## src/rtl/call_scheduler_if.sv

```systemverilog
// Bundle between the lift FSM / call panels and the call scheduler.
// The master side drives requests and car position; the slave side is the scheduler.
interface call_scheduler_if;
  logic [7:0] car_req;
  logic [7:0] hall_req;
  logic [2:0] cur_floor;
  logic       arrived;
  logic [2:0] target;
  logic       tgt_valid;
  logic [1:0] dir;
  logic       door_open;
  logic [7:0] pending;

  modport master (
    output car_req, hall_req, cur_floor, arrived,
    input  target, tgt_valid, dir, door_open, pending
  );

  modport slave (
    input  car_req, hall_req, cur_floor, arrived,
    output target, tgt_valid, dir, door_open, pending
  );
endinterface

```

## src/rtl/call_scheduler.sv

```systemverilog
// SCAN-style elevator call scheduler: records car/hall calls, dispatches one
// target floor at a time to the lift FSM and times the door dwell.
module call_scheduler #(
  parameter int DWELL_CYC = 4
) (
  input  logic         clk,
  input  logic         rst_n,
  call_scheduler_if.slave bus
);
  localparam int NF = 8;

  localparam logic [1:0] S_IDLE   = 2'd0;
  localparam logic [1:0] S_SELECT = 2'd1;
  localparam logic [1:0] S_MOVE   = 2'd2;
  localparam logic [1:0] S_DWELL  = 2'd3;

  localparam logic [1:0] DIR_IDLE = 2'b00;
  localparam logic [1:0] DIR_UP   = 2'b01;
  localparam logic [1:0] DIR_DN   = 2'b10;

  localparam logic [7:0] DWELL_LOAD = 8'(DWELL_CYC - 1);

  logic [1:0]    state;
  logic [NF-1:0] pending;
  logic [NF-1:0] pend_nxt;
  logic [NF-1:0] new_req;
  logic [2:0]    target;
  logic [1:0]    dir;
  logic [7:0]    dwell_cnt;

  logic          up_found, dn_found;
  logic [2:0]    up_flr, dn_flr;
  logic [2:0]    d_up, d_dn;
  logic          sel_found;
  logic [2:0]    sel_flr;
  logic [1:0]    sel_dir;
  logic          cur_req;

  assign new_req = bus.car_req | bus.hall_req;
  assign cur_req = new_req[bus.cur_floor];

  // Nearest pending floor strictly above and strictly below the car.
  always_comb begin
    up_found = 1'b0;
    up_flr   = '0;
    for (int i = NF-1; i >= 0; i--) begin
      if (pending[i] && (3'(i) > bus.cur_floor)) begin
        up_found = 1'b1;
        up_flr   = 3'(i);
      end
    end
    dn_found = 1'b0;
    dn_flr   = '0;
    for (int i = 0; i < NF; i++) begin
      if (pending[i] && (3'(i) < bus.cur_floor)) begin
        dn_found = 1'b1;
        dn_flr   = 3'(i);
      end
    end
  end

  assign d_up = up_flr - bus.cur_floor;
  assign d_dn = bus.cur_floor - dn_flr;

  // Keep sweeping in the current direction; reverse only when nothing lies ahead.
  always_comb begin
    sel_found = 1'b0;
    sel_flr   = '0;
    sel_dir   = dir;
    case (dir)
      DIR_UP: begin
        if (up_found) begin
          sel_found = 1'b1; sel_flr = up_flr; sel_dir = DIR_UP;
        end else if (dn_found) begin
          sel_found = 1'b1; sel_flr = dn_flr; sel_dir = DIR_DN;
        end
      end
      DIR_DN: begin
        if (dn_found) begin
          sel_found = 1'b1; sel_flr = dn_flr; sel_dir = DIR_DN;
        end else if (up_found) begin
          sel_found = 1'b1; sel_flr = up_flr; sel_dir = DIR_UP;
        end
      end
      default: begin
        if (dn_found && (!up_found || (d_dn <= d_up))) begin
          sel_found = 1'b1; sel_flr = dn_flr; sel_dir = DIR_DN;
        end else if (up_found) begin
          sel_found = 1'b1; sel_flr = up_flr; sel_dir = DIR_UP;
        end
      end
    endcase
  end

  // Per-floor call latch; clears take priority over a same-cycle request.
  for (genvar f = 0; f < NF; f++) begin : g_floor
    logic clr_arr, clr_sel, absorb;
    assign clr_arr = (state == S_MOVE) && bus.arrived && (target == 3'(f));
    assign clr_sel = (state == S_SELECT) && !sel_found && (bus.cur_floor == 3'(f));
    assign absorb  = (state == S_DWELL) && (bus.cur_floor == 3'(f));
    assign pend_nxt[f] = (clr_arr || clr_sel) ? 1'b0 :
                         absorb               ? pending[f] :
                                                (pending[f] | new_req[f]);
  end

  always_ff @(posedge clk or negedge rst_n) begin
    if (!rst_n) begin
      state     <= S_IDLE;
      pending   <= '0;
      target    <= '0;
      dir       <= DIR_IDLE;
      dwell_cnt <= '0;
    end else begin
      pending <= pend_nxt;
      case (state)
        S_IDLE: begin
          if (|(pending | new_req)) state <= S_SELECT;
        end
        S_SELECT: begin
          if (sel_found) begin
            target <= sel_flr;
            dir    <= sel_dir;
            state  <= S_MOVE;
          end else if (pending[bus.cur_floor]) begin
            dwell_cnt <= DWELL_LOAD;
            state     <= S_DWELL;
          end else begin
            dir   <= DIR_IDLE;
            state <= S_IDLE;
          end
        end
        S_MOVE: begin
          if (bus.arrived) begin
            dwell_cnt <= DWELL_LOAD;
            state     <= S_DWELL;
          end
        end
        S_DWELL: begin
          if (cur_req)               dwell_cnt <= DWELL_LOAD;
          else if (dwell_cnt == 8'd0) state    <= S_SELECT;
          else                        dwell_cnt <= dwell_cnt - 8'd1;
        end
        default: state <= S_IDLE;
      endcase
    end
  end

  assign bus.target    = target;
  assign bus.tgt_valid = (state == S_MOVE);
  assign bus.dir       = dir;
  assign bus.door_open = (state == S_DWELL);
  assign bus.pending   = pending;
endmodule

```

## src/flat_wrapper.sv

```systemverilog
// flat-port wrapper written by rule: the top's interface ports become plain ports
module call_scheduler_flat 
#(
  parameter int DWELL_CYC = 4
)
  (clk, rst_n, bus_car_req, bus_hall_req, bus_cur_floor, bus_arrived, bus_target, bus_tgt_valid, bus_dir, bus_door_open, bus_pending);
  call_scheduler_if bus_i ();
  input  logic clk;
  input  logic rst_n;
  input wire logic [$bits(bus_i.car_req)-1:0] bus_car_req;
  input wire logic [$bits(bus_i.hall_req)-1:0] bus_hall_req;
  input wire logic [$bits(bus_i.cur_floor)-1:0] bus_cur_floor;
  input wire logic [$bits(bus_i.arrived)-1:0] bus_arrived;
  output wire logic [$bits(bus_i.target)-1:0] bus_target;
  output wire logic [$bits(bus_i.tgt_valid)-1:0] bus_tgt_valid;
  output wire logic [$bits(bus_i.dir)-1:0] bus_dir;
  output wire logic [$bits(bus_i.door_open)-1:0] bus_door_open;
  output wire logic [$bits(bus_i.pending)-1:0] bus_pending;
  assign bus_i.car_req = bus_car_req;
  assign bus_i.hall_req = bus_hall_req;
  assign bus_i.cur_floor = bus_cur_floor;
  assign bus_i.arrived = bus_arrived;
  assign bus_target = bus_i.target;
  assign bus_tgt_valid = bus_i.tgt_valid;
  assign bus_dir = bus_i.dir;
  assign bus_door_open = bus_i.door_open;
  assign bus_pending = bus_i.pending;
  call_scheduler #(.DWELL_CYC(DWELL_CYC)) u_core (.clk(clk), .rst_n(rst_n), .bus(bus_i));
endmodule
```

## config.mk

```make
export PLATFORM = sky130hd
export DESIGN_NAME = call_scheduler_flat
export DESIGN_NICKNAME = d
export VERILOG_FILES = /design/src/rtl/call_scheduler_if.sv /design/src/rtl/call_scheduler.sv /design/src/flat_wrapper.sv
export SDC_FILE = /design/constraint.sdc
export NUM_CORES = 1
export LEC_CHECK = 0
export BUFFER_PORTS_ARGS = -buffer_cell sky130_fd_sc_hd__buf_2
export CAP_MARGIN = 20
export CORE_MARGIN = 5
export CORE_UTILIZATION = 40
export CTS_CLUSTER_DIAMETER = 100
export CTS_CLUSTER_SIZE = 24
export DETAILED_ROUTE_END_ITERATION = 10
export PLACE_DENSITY_LB_ADDON = 0.15
export REMOVE_ABC_BUFFERS = 1
export SETUP_SLACK_MARGIN = 0.15
export SYNTH_ARGS = -nofsm -noshare
export SYNTH_HDL_FRONTEND = slang
export SYNTH_SLANG_ARGS = --single-unit
```

## constraint.sdc

```tcl
create_clock -name clk -period 4.7 [get_ports clk]
set_input_delay 0.94 -clock clk [delete_from_list [all_inputs] [get_ports clk]]
set_output_delay 0.94 -clock clk [all_outputs]
set_load 0.02 [all_outputs]
```

# After elaboration in Yosys (flattened, before gate mapping)
# Index checks and enable logic that the tools add are counted.
dict set report word_totals {
  reg_bits 23
  output_inout_bits 15
}
dict set report classes {
  add_sub_neg 3
  n_lt_le_gt_ge 18
  n_eq_ne 36
  n_mux 84
  bitwise_logic 10
  n_reduce_logical 64
}
# cell count
set op_table {}
lappend op_table {{3-bit 2-to-1 mux} 17}
lappend op_table {{1-bit logical AND} 43}
lappend op_table {{1-bit 2-to-1 mux} 40}
lappend op_table {{8-bit 2-to-1 mux} 5}
lappend op_table {{2-bit 2-to-1 mux} 15}
lappend op_table {{3-bit == test (second input constant)} 8}
lappend op_table {{2-bit != test (second input constant)} 12}
lappend op_table {{8-bit case mux with 3 select lines} 1}
lappend op_table {{8-bit bitwise OR} 2}
lappend op_table {{3-bit by 2-bit == test with 1-bit output (second input constant)} 4}
lappend op_table {{3-bit > comparator (first input constant)} 4}
lappend op_table {{3-bit < comparator (first input constant)} 4}
lappend op_table {{1-bit logical OR} 9}
lappend op_table {{8-bit logical NOT} 1}
lappend op_table {{1-bit bitwise OR} 8}
lappend op_table {{2-bit case mux with 4 select lines} 1}
lappend op_table {{8-bit OR reduction} 1}
lappend op_table {{8-bit by 1-bit subtractor with 8-bit output (second input constant)} 1}
lappend op_table {{1-bit binary-select mux with 3-bit select} 2}
lappend op_table {{2-bit == test (second input constant)} 3}
lappend op_table {{3-bit by 1-bit == test with 1-bit output (second input constant)} 2}
lappend op_table {{1-bit by 3-bit > comparator with 1-bit output (first input constant)} 2}
lappend op_table {{2-bit by 3-bit > comparator with 1-bit output (first input constant)} 2}
lappend op_table {{3-bit logical NOT} 2}
lappend op_table {{other kinds (19)} 26}

# Depth between registers and ports, before layout
dict set report depth {
  word_depth 21
  depth_mapped 19
  mapped_depth_nobuf 17
}

# Least setup slack after synthesis
# No wires, ideal clock.
dict set report synth_timing {
  path_kind {input to register}
  startpoint {input bus_cur_floor[1]}
  endpoint {register u_core.target[0], in the netlist u_core.bus.target[0]}
  setup_time_ns 0.126
  t_arrival_ns 4.179
  required_ns 4.574
  setup_slack_ns 0.395
  cell_stages 19
  cell_sequence {buf_6 clkbuf_1 nor2_1 inv_1 a211oi_1 o21bai_1 o31a_1 ha_1 inv_1 fa_1 xor2_1 xnor2_1 ha_1 o21ai_0 a32oi_1 a21boi_1 nand3b_1 o31ai_1 o32a_1}
}
dict set report synth_via {
  elab_chain_cells 17
  word_cells_on_any_way 82
  classes_between {add/sub: 2; order compare: 17; mux: 43; reduce/logical: 20}
}
# item line
set synth_rtl {}
lappend synth_rtl {{from (decl)} flat_wrapper.sv:12} ;# input wire logic [$bits(bus_i.cur_floor)-1:0] bus_cur_floor;
lappend synth_rtl {{3-bit > comparator} call_scheduler.sv:47} ;# if (pending[i] && (3'(i) > bus.cur_floor)) begin
lappend synth_rtl {{1-bit logical AND} call_scheduler.sv:47}
lappend synth_rtl {{3-bit 2-to-1 mux (8 in a row)} call_scheduler.sv:47}
lappend synth_rtl {{3-bit subtractor} call_scheduler.sv:62} ;# assign d_up = up_flr - bus.cur_floor;
lappend synth_rtl {{3-bit <= comparator} call_scheduler.sv:86} ;# if (dn_found && (!up_found || (d_dn <= d_up))) begin
lappend synth_rtl {{1-bit logical OR} call_scheduler.sv:86}
lappend synth_rtl {{1-bit logical AND} call_scheduler.sv:86}
lappend synth_rtl {{1-bit 2-to-1 mux} call_scheduler.sv:86}
lappend synth_rtl {{1-bit case mux with 2 select lines} call_scheduler.sv:70} ;# case (dir)
lappend synth_rtl {{2-bit AND reduction (no line)} --}
lappend synth_rtl {{to (signal assigned)} call_scheduler.sv:121} ;# target <= sel_flr;
lappend synth_rtl {{to (decl)} call_scheduler.sv:27} ;# logic [2:0] target;
# Parallel ways exist; a longest one is shown, timed or not.
# A chain may end at the register's enable or synchronous reset.

# Worst setup path in the final report
# Same ends and word-level chain as after synthesis.

==> flow_summary_export.csv <==
group,metric,value,unit
yosys,yosys.area_share.simple,21.1,%
power_and_ir_drop,p_sw,0.452,mW
cts,cts_htree_levels,1,
route,drt-initial-drc-count,155,
power_and_ir_drop,p_leak,1.07,nW
route,drt-vias-per-instance,5.83,
cells_and_area,antenna_cells,0,
timing,setup_viol,0,
yosys,synth_compound_area_share,30.7,%
cts,cts_tree,"yes",
timing,finClkSkew,0.00693,ns
route,wl_per_cell,17.3,um
setup_path,cp.arrival,4.37,ns
power_and_ir_drop,p_int,0.516,mW
placement,hpwl,4950,um
setup_path,criticalPathCategory,"in -> reg",
power_and_ir_drop,pwr-share-clk,13.1,%
yosys,ys.flop_type,"dfrtp_1",
setup_path,crit_required,4.86,ns
floorplan,std_cell_rows,27,
route,drc,0,
yosys,synthMuxAreaShare,5.93,%
placement,gp_congestion,0.868,
setup_path,path_max_fanout,19,
cells_and_area,layout_common_cells,"36 x buf_2, 30 x nor2_1, 23 x o21ai_0, 23 x dfrtp_1",
timing,timing.slew.headroom,36.5,%
setup_path,slowest_stage,"fa_1",
yosys,synth_seq_cells,23,
grt,grt_max_degree,24,
yosys,synth_fa_ha_area_share,9.63,%
yosys,syn-cell-area,2240,um2
route,ant_nets,0,
grt,grt_pass1_wl,10500,um
timing,period_needed,4.22,ns
grt,antenna_found_initial,0,
setup_path,r2r_setup_slack,0.96,ns
floorplan,io_pins,37,
cells_and_area,mostFrequentLayoutCell,"buf_2",
floorplan,start_util,40.9,%
cts,cts_sinks,23,
yosys,synth-edff-count,0,
cells_and_area,area_growth,12.4,%
cells_and_area,nets,341,
grt,grt_usage,17.8,%
cts,clk-insertion-delay-late,0.27,ns
min_path,hold_path_class,"reg -> reg",
cells_and_area,drive_gt1_share,21.2,%
floorplan,die_area,7190,um2
timing,drv_slew,0,
floorplan,core,5470,um2
yosys,async_reset_ff_share,100,%
flow_run,max_cap_violations,0,
timing,setup_tns,0,ns
setup_path,end_kind,"register",
yosys,synth_top_family_by_area,"compound AO/OA/AOI/OAI gates",
timing,worstMarginPinSlew,0.943,ns
cts,clk_pin_slew,0.09,ns
timing,timing.final.hold_violations,0,
floorplan,dieHeight,84.8,um
yosys,synth_cells,270,
power_and_ir_drop,seqPwrFrac,30.2,%
cts,cts-hold-fix-buffers,0,
route,routed_wl,6470,um
yosys,synth-xor-area-share,1.18,%
placement,io_buffers,36,
grt,grt_pass1_vias,2065,
cts,numCtsBuffers,3,
cts,cts-root-buf,"clkbuf_8",
route,first_pass_iters,4,
floorplan,die_x,84.8,um
route,vias,2182,
power_and_ir_drop,comb_power_share,56.7,%
yosys,postSynthAreaPerCell,8.28,um2
grt,overflow,0,
setup_path,critPathTopFamily,"compound AO/OA/AOI/OAI gates",
run_status,outcome,"finished, final reports clean",
yosys,synth.distinct_cells,63,
power_and_ir_drop,switching_share,46.7,%
timing,clock.fmax,0.237,GHz
setup_path,path_cells,"buf_2 > nor2_1 > inv_1 > a211oi_1 > o21bai_1 > o31a_1 > ha_1 > inv_1 > fa_1 > xor2_1 > xnor2_1 > ha_1 > o21ai_0 > a32oi_1 > a21boi_2 > nand3b_1 > o31ai_1 > o32a_1",
power_and_ir_drop,vdd_ir_drop_max,0.000274,V
setup_path,max_stage_delay,0.36,ns
cts,clock_path_buffers,2,
yosys,seq_area_frac_synth,25.7,%
setup_path,cp-start-kind,"input pin",
timing,fin_hold_ws,0.512,ns
yosys,yosys_warnings,0,
timing,rsz0062_at_grt,"false",
timing,finalCritPeriodShare,89.7,%
setup_path,crit_buf_inv,3,
power_and_ir_drop,powerDensity,385,nW/um2
worst reg2reg max path, stage by stage, from the launching register on:
cell	delay [ns]
dfrtp_1	0.52
nor2b_1	0.20
o21ai_1	0.20
o221a_2	0.21
o31a_1	0.19
ha_1	0.17
inv_1	0.05
fa_1	0.36
xor2_1	0.16
xnor2_1	0.14
ha_1	0.29
o21ai_0	0.08
a32oi_1	0.24
a21boi_2	0.28
nand3b_1	0.13
o31ai_1	0.07
o32a_1	0.34
registers in the layout (all words and copies together), names as in the netlist:
| name | flops |
|---|---|
| u_core.bus.pending | 8 |
| u_core.dwell_cnt | 8 |
| u_core.bus.target | 3 |
| u_core.bus.dir | 2 |
| u_core.state | 2 |
routing by layer:
layer  global-route usage [%]  routed length [um]
met5                        0                   0
met4                     4.32                  72
met3                     3.63                 483
met2                     26.5                2820
met1                     26.1                3090
cell type report:
class | count | area (um2)
clock inverter | 1 | 5.00
clock buffer | 3 | 41.3
multi-input combinational | 217 | 1540
tap | 72 | 90.1
fill | 594 | 2960
inverter | 21 | 78.8
sequential | 23 | 576
timing repair buffer | 37 | 188
synth_stat cells, types with 3 or more instances:
cell       n  area, um2
nor2b_1    6       37.5
o211ai_1   3       22.5
nor2_1    30        113
nand3_1    5       25.0
o21ai_0   23        115
o31ai_2    3       37.5
nor3_1     7       35.0
ha_1      14        175
dfrtp_1   23        576
mux4_2     4       90.1
a31oi_1    5       31.3
a211oi_1   5       37.5
nor4_1     3       18.8
a21oi_1   19       95.1
buf_2      4       20.0
nand2b_1   8       50.1
inv_1     19       71.3
o21ai_1    7       35.0
nand4_1    3       18.8
nand2_1   16       60.1
clkbuf_1   3       11.3
a41oi_1    3       26.3
power by group through the flow:
stage	clock network, mW	logic (mW)	registers (mW)
after floorplan	0	0.371	0.311
after global placement	0	0.546	0.295
after detailed placement	0	0.543	0.295
after CTS	0.131	0.548	0.291
after global routing	0.140	0.626	0.299
final	0.127	0.549	0.292
logic make-up after synthesis:
group,after synthesis
adder cells (fa/ha/maj),16
AO/OA/AOI/OAI,98
flip-flops,23
AND/OR/NAND/NOR,92
XOR/XNOR,3
buffers and inverters,30
multiplexers,8
what timing repair did:
action,in CTS,in global routing
resized for setup,0,1
setup endpoints to repair,0,1
setup buffers,0,0
through the flow:
step           worst slack [ns]  std cells  util [%]  power, mW  cell area (um2)
3_3_place_gp              0.234        370      45.0      0.841             2460
5_1_grt                   0.219        374      45.9       1.07             2510
6_report                  0.484        374      45.9      0.968             2510
4_1_cts                   0.412        374      45.9      0.970             2510
3_5_place_dp              0.123        370      45.0      0.838             2460
2_1_floorplan             0.748        261         -      0.682             2190
path summary, 6_finish.rpt:
| check | start | endpoint | cells past startpoint |
|---|---|---|---|
| max | bus_cur_floor[1] | u_core.bus.target[0] | 18 |
| min | u_core.dwell_cnt[7] | u_core.dwell_cnt[7] | 1 |
| max reg2reg | u_core.bus.pending[1] | u_core.bus.target[0] | 16 |
| min reg2reg | u_core.dwell_cnt[7] | u_core.dwell_cnt[7] | 1 |
| max in group asynchronous | rst_n | u_core.dwell_cnt[0] | 1 |
| min in group asynchronous | rst_n | u_core.bus.pending[5] | 1 |
No activity file was read; power rests on OpenSTA's default activity.
